$ cat config.mk
export PLATFORM = sky130hd
export DESIGN_NAME = sin_lut_10_sync
export DESIGN_NICKNAME = d
export VERILOG_FILES = /design/src/rtl/sin10_pkg.sv /design/src/rtl/sin10_rom.sv /design/src/rtl/sin_lut_10_sync.sv
export SDC_FILE = /design/constraint.sdc
export NUM_CORES = 1
export LEC_CHECK = 0
export CAP_MARGIN = 0
export CELL_PAD_IN_SITES_DETAIL_PLACEMENT = 1
export CELL_PAD_IN_SITES_GLOBAL_PLACEMENT = 2
export CORE_MARGIN = 4
export CORE_UTILIZATION = 35
export DETAILED_ROUTE_END_ITERATION = 8
export PLACE_DENSITY = 0.77
export SYNTH_ARGS = -nofsm -noshare
export SYNTH_HDL_FRONTEND = slang
export SYNTH_HIERARCHICAL = 1
export SYNTH_SLANG_ARGS = --single-unit
$ cat constraint.sdc
create_clock -name clk -period 6.5 [get_ports clk]
set_clock_uncertainty 0.15 [all_clocks]
set_input_delay 1.95 -clock clk [delete_from_list [all_inputs] [get_ports clk]]
set_output_delay 1.95 -clock clk [all_outputs]
set_load 0.01 [all_outputs]
$ cat src/rtl/sin10_pkg.sv
// Shared definitions for the 10-sample sine LUT generator and its receive-side sync.
package sin10_pkg;

  localparam int SIN10_SIZE = 10;

  // Largest tolerance that keeps every nonzero table entry uniquely matchable.
  localparam int TOL_MAX = 1945;

  localparam logic signed [15:0] SIN10_TBL [0:SIN10_SIZE-1] = '{
    16'sd0,      16'sd21063,  16'sd32270,  16'sd28378,  16'sd11207,
    -16'sd11207, -16'sd28378, -16'sd32270, -16'sd21063, 16'sd0
  };

  typedef enum logic [1:0] {
    HUNT   = 2'd0,
    VERIFY = 2'd1,
    LOCKED = 2'd2
  } sin10_state_e;

  // |a - b| on a 17-bit signed difference; the magnitude always fits in 17 bits.
  function automatic logic [16:0] sin10_abs_diff(input logic signed [15:0] a,
                                                 input logic signed [15:0] b);
    logic signed [16:0] d;
    d = {a[15], a} - {b[15], b};
    return d[16] ? 17'(-d) : 17'(d);
  endfunction

  // Table index advance with wrap 9 -> 0.
  function automatic logic [3:0] sin10_next_idx(input logic [3:0] idx);
    return (idx == 4'(SIN10_SIZE - 1)) ? 4'd0 : idx + 4'd1;
  endfunction

endpackage

$ cat src/rtl/sin10_rom.sv
// Combinational index -> sine sample lookup; out-of-range indices read as zero.
module sin10_rom
  import sin10_pkg::*;
(
  input  logic        [3:0]  idx_i,
  output logic signed [15:0] val_o
);

  // Decode the table index to its sample value.
  always_comb begin
    val_o = '0;
    case (idx_i)
      4'd0: val_o = SIN10_TBL[0];
      4'd1: val_o = SIN10_TBL[1];
      4'd2: val_o = SIN10_TBL[2];
      4'd3: val_o = SIN10_TBL[3];
      4'd4: val_o = SIN10_TBL[4];
      4'd5: val_o = SIN10_TBL[5];
      4'd6: val_o = SIN10_TBL[6];
      4'd7: val_o = SIN10_TBL[7];
      4'd8: val_o = SIN10_TBL[8];
      4'd9: val_o = SIN10_TBL[9];
      default: val_o = '0;
    endcase
  end

endmodule

$ cat src/rtl/sin_lut_10_sync.sv
// Receive-side phase locker for the 10-sample sine stream.
//   state  | meaning
//   HUNT   | searching entries 1..8 for a unique match to seed the phase
//   VERIFY | confirming consecutive expected samples until LOCK_CNT reached
//   LOCKED | flywheel phase tracking, counting mismatches toward loss of lock
module sin_lut_10_sync
  import sin10_pkg::*;
#(
  parameter int TOL      = 0,
  parameter int LOCK_CNT = 4,
  parameter int MISS_MAX = 3
) (
  input  logic               clk,
  input  logic               rst,
  input  logic               in_valid_i,
  input  logic signed [15:0] in_i,
  output logic               locked_o,
  output logic        [3:0]  phase_o,
  output logic        [15:0] err_cnt_o,
  output logic               lost_o
);

  // Clamp so a mis-set tolerance can never make two nonzero entries ambiguous.
  localparam int TOL_EFF = (TOL > TOL_MAX) ? TOL_MAX : TOL;

  sin10_state_e state_q, state_d;
  logic [3:0]  exp_idx_q, exp_idx_d;
  logic [3:0]  match_cnt_q, match_cnt_d;
  logic [3:0]  miss_cnt_q, miss_cnt_d;
  logic [3:0]  phase_q, phase_d;
  logic [15:0] err_cnt_q, err_cnt_d;
  logic        locked_q, locked_d;
  logic        lost_q, lost_d;

  logic signed [15:0] exp_val;
  logic        exp_match;
  logic [3:0]  hunt_hits;
  logic [3:0]  hunt_idx;
  logic [3:0]  match_inc;
  logic [3:0]  miss_inc;

  sin10_rom u_rom (
    .idx_i (exp_idx_q),
    .val_o (exp_val)
  );

  assign exp_match = (sin10_abs_diff(in_i, exp_val) <= 17'(TOL_EFF));
  assign match_inc = match_cnt_q + 4'd1;
  assign miss_inc  = miss_cnt_q + 4'd1;

  // Hunt comparator bank over the nonzero entries 1..8.
  always_comb begin
    hunt_hits = '0;
    hunt_idx  = '0;
    for (int k = 1; k <= 8; k++) begin
      if (sin10_abs_diff(in_i, SIN10_TBL[k]) <= 17'(TOL_EFF)) begin
        hunt_hits = hunt_hits + 4'd1;
        hunt_idx  = 4'(k);
      end
    end
  end

  // Next-state and output logic; nothing moves without a valid sample.
  always_comb begin
    state_d     = state_q;
    exp_idx_d   = exp_idx_q;
    match_cnt_d = match_cnt_q;
    miss_cnt_d  = miss_cnt_q;
    phase_d     = phase_q;
    err_cnt_d   = err_cnt_q;
    locked_d    = locked_q;
    lost_d      = 1'b0;
    if (in_valid_i) begin
      case (state_q)
        HUNT: begin
          if (hunt_hits == 4'd1) begin
            phase_d     = hunt_idx;
            exp_idx_d   = sin10_next_idx(hunt_idx);
            match_cnt_d = 4'd1;
            if (LOCK_CNT == 1) begin
              state_d  = LOCKED;
              locked_d = 1'b1;
            end else begin
              state_d = VERIFY;
            end
          end
        end
        VERIFY: begin
          if (exp_match) begin
            phase_d     = exp_idx_q;
            exp_idx_d   = sin10_next_idx(exp_idx_q);
            match_cnt_d = match_inc;
            if (match_inc == 4'(LOCK_CNT)) begin
              state_d  = LOCKED;
              locked_d = 1'b1;
            end
          end else begin
            state_d     = HUNT;
            match_cnt_d = '0;
          end
        end
        LOCKED: begin
          phase_d   = exp_idx_q;
          exp_idx_d = sin10_next_idx(exp_idx_q);
          if (exp_match) begin
            miss_cnt_d = '0;
          end else begin
            if (err_cnt_q != 16'hFFFF) err_cnt_d = err_cnt_q + 16'd1;
            miss_cnt_d = miss_inc;
            if (miss_inc == 4'(MISS_MAX)) begin
              state_d     = HUNT;
              locked_d    = 1'b0;
              lost_d      = 1'b1;
              match_cnt_d = '0;
              miss_cnt_d  = '0;
            end
          end
        end
        default: begin
          state_d     = HUNT;
          locked_d    = 1'b0;
          match_cnt_d = '0;
          miss_cnt_d  = '0;
        end
      endcase
    end
  end

  // State and output registers with asynchronous reset.
  always_ff @(posedge clk or posedge rst) begin
    if (rst) begin
      state_q     <= HUNT;
      exp_idx_q   <= '0;
      match_cnt_q <= '0;
      miss_cnt_q  <= '0;
      phase_q     <= '0;
      err_cnt_q   <= '0;
      locked_q    <= 1'b0;
      lost_q      <= 1'b0;
    end else begin
      state_q     <= state_d;
      exp_idx_q   <= exp_idx_d;
      match_cnt_q <= match_cnt_d;
      miss_cnt_q  <= miss_cnt_d;
      phase_q     <= phase_d;
      err_cnt_q   <= err_cnt_d;
      locked_q    <= locked_d;
      lost_q      <= lost_d;
    end
  end

  assign locked_o  = locked_q;
  assign phase_o   = phase_q;
  assign err_cnt_o = err_cnt_q;
  assign lost_o    = lost_q;

endmodule
==> metrics.yaml <==
clocking:
  cts_tree: "built"
  clk_pin_slew_ns: 0.06
  cts.sinks: 36
  clock-root-buffer: "clkbuf_16"
  htreeDepth: 2
  cts_buffers: 5
  insertion_delay_ns: 0.28
  postCtsHoldBufs: 0
  cts_buffer_depth: 2
min_path:
  worstHoldPathCells: 1
  min_delay_worst_endpoint: "err_cnt_o[7]"
  hold_start: "err_cnt_o[7]"
  hold_class: "register to register"
worst_setup_path:
  path_class: "input pin to register"
  cp_common_cell: "ha_4"
  worstPathMaxFanout: 7
  regToRegSetupSlack_ns: 0.55
  required_ns: 6.52
  cp_slowest_stage_delay_ns: 0.58
  cp_num_buf_inv: 7
  crit_arrival_ns: 8.93
  critPathLaunchType: "input pin"
  startpoint: "in_i[1]"
  r2r_start: "exp_idx_q[1]"
  crit_family: "compound AO/OA/AOI/OAI gates"
  reg2reg_depth: 20
  critical_path.slowest_cell: "a2111oi_4"
  reg2reg_to: "exp_idx_q[3]"
  critPathCaptureType: "register"
routing:
  drt-total-wl_um: 51400
  routedWlPerCell_um: 22.8
  drc_errors: 0
  dr_total_vias: 13700
  ant_nets: 0
  vias_per_cell: 6.09
  firstDrtPassIters: 5
  first_iter_violations: 1251
logic_synthesis:
  ys_ff_latch: 36
  yosysUniqueCellTypes: 113
  ys_async_sr_fraction_pct: 100
  avgSynthCellArea_um2: 7.13
  synthesis.nets: 1473
  ys_warn_count: 6
  syn-instance-count: 1407
  ys.flop_type: "dfrtp_1"
  synth_seq_area_share_pct: 8.99
  yosysTopAreaCell: "dfrtp_1"
  synth_edf_count: 0
  netlist_area_um2: 10000
  yosysTopAreaCellShare_pct: 8.99
  netlist_top_cells_area: "dfrtp_1, xnor2_1, ha_1"
place:
  place.gp.congestion: 0.939
  dp_cells: 2199
  hpwl_um: 38000
  placed_cell_area_um2: 14200
  dp_slack_ns: -3.21
  port_buffers: 40
finish:
  instances_no_fill: 2249
  fin_area_um2: 15300
  fillers: 3497
  area_delta_synth_final_pct: 52.9
  drive_gt1_share_pct: 37.2
  insertedDiodeCount: 0
  layout_common_cells: "buf_4, nand2_1, nor2_1, xnor2_1, a21oi_1"
  final_nets: 1937
  final_common_cell: "buf_4"
  fin_util_pct: 54.7
sta:
  fin_ws_ns: -2.41
  setup_viol_count_final: 14
  worst_slew_pin_slew_ns: 0.689
  hold_viol_final: 0
  fin_tns_setup_ns: -32.63
  max_clock_freq_mhz: 112
  period_needed_ns: 8.91
  period_share_pct: 137
  rsz0062_at_grt: "true"
  final-max-slew-violation-count: 0
  hold-worst-slack_ns: 0.356
  relSlewSlack_pct: 52.9
status:
  status: "finished with violations"
  failed_checks: "negative setup slack"
floorplan:
  die_y_um: 177
  die-area_um2: 31400
  start_util_pct: 35.8
  io_pins: 41
  placementRows: 61
  coreArea_um2: 28000
  die_width_um: 177
global_routing:
  grt_usage_pct: 30.9
  grt_pass1_vias: 14300
  grt_max_degree: 37
  antenna_found_initial: 1
  grt-ovfl-total: 0
  grt_pass1_wl_um: 78500
job:
  drv_cap: 0
power_and_ir_drop:
  leakage_nw: 6.45
  irDropWorstVdd_v: 0.000172
  power.density_nw_per_um2: 208
  p_total_mw: 3.19
==> worst max path at each step <==
stage               cells after the start      endpoint
floorplan                              31  exp_idx_q[1]
global placement                       33  exp_idx_q[3]
detailed placement                     33  exp_idx_q[3]
CTS                                    30  exp_idx_q[3]
global route                           33    phase_o[2]
finish                                 33  exp_idx_q[3]
==> worst reg2reg max path: stages (launching register included) <==
cell and delay (ns):
dfrtp_1 0.51, inv_1 0.16, ha_1 0.23, o21ai_0 0.13, o21ai_1 0.30, ha_1 0.23
inv_1 0.06, fa_1 0.40, a211o_1 0.33, a21oi_2 0.22, o21ai_1 0.11, xor2_1 0.17
or3_1 0.41, or4_1 0.53, a21oi_1 0.15, o221ai_1 0.15, or4_4 0.60, a211o_1 0.39
a21oi_4 0.16, buf_6 0.15, mux2_4 0.29
==> cell families after synthesis <==
logic type | share of synthesized area [%]
multiplexers | 3.57
adder cells (fa/ha/maj) | 5.94
flip-flops | 8.99
AO/OA/AOI/OAI | 34.4
AND/OR/NAND/NOR | 29.9
buffers and inverters | 7.06
XOR/XNOR | 10.1
==> timing repair <==
item / CTS / global route
setup buffers: 35 / 9
resized for setup: 149 / 23
pin swaps: 62 / 32
setup endpoints to repair: 36 / 32
gates cloned: 1 / 0
==> final cells by class <==
cell class | instances | area (um2) | share of cell area [%]
Multi-Input combinational cell | 1212 | 9060 | 59.1
Timing Repair Buffer | 554 | 4510 | 29.4
Sequential cell | 36 | 901 | 5.88
Tap cell | 378 | 473 | 3.09
Inverter | 62 | 243 | 1.58
Clock buffer | 6 | 129 | 0.841
Clock inverter | 1 | 5.00 | 0.0327
==> Yosys cell counts (all sizes together), types with 8 or more instances <==
| library cell | count |
|---|---|
| and3 | 24 |
| a21oi | 95 |
| inv | 59 |
| nor4 | 19 |
| a211oi | 19 |
| a211o | 14 |
| a2111oi | 14 |
| o22ai | 9 |
| o31ai | 19 |
| nor2 | 97 |
| o32ai | 8 |
| and2 | 15 |
| o2111ai | 11 |
| xnor2 | 92 |
| nor3 | 44 |
| nand2 | 123 |
| a31oi | 24 |
| mux2 | 18 |
| nand3 | 52 |
| and4 | 13 |
| a22oi | 8 |
| or2 | 16 |
| a21o | 16 |
| o211a | 8 |
| buf | 60 |
| nand2b | 20 |
| nand4 | 26 |
| o211ai | 27 |
| xor2 | 24 |
| mux2i | 12 |
| o21ai | 82 |
| ha | 46 |
| nor2b | 24 |
| o21a | 24 |
| or4 | 10 |
| a31o | 8 |
| or3 | 16 |
| dfrtp | 36 |
| clkbuf | 37 |
==> layer usage <==
metal | track usage [%] | share of wire [%] | up-vias
met4 | 9.12 | 3.8 | 0
met2 | 53.0 | 47 | 563
met1 | 40.3 | 42 | 6737
li1 | - | - | 6260
met5 | 0 | 0 | -
met3 | 4.42 | 6.8 | 141
==> sequential cells by signal, summed over array words and instances (netlist names) <==
name,count
locked_o,1
match_cnt_q,4
exp_idx_q,4
state_q,2
phase_o,4
err_cnt_o,16
miss_cnt_q,4
lost_o,1
==> power breakdown <==
part           internal, mW  switching, mW
Combinational          1.28           1.34
Clock                 0.139         0.0912
Sequential            0.266         0.0690
Total                  1.69           1.50
(Power assumes the default switching activity.)
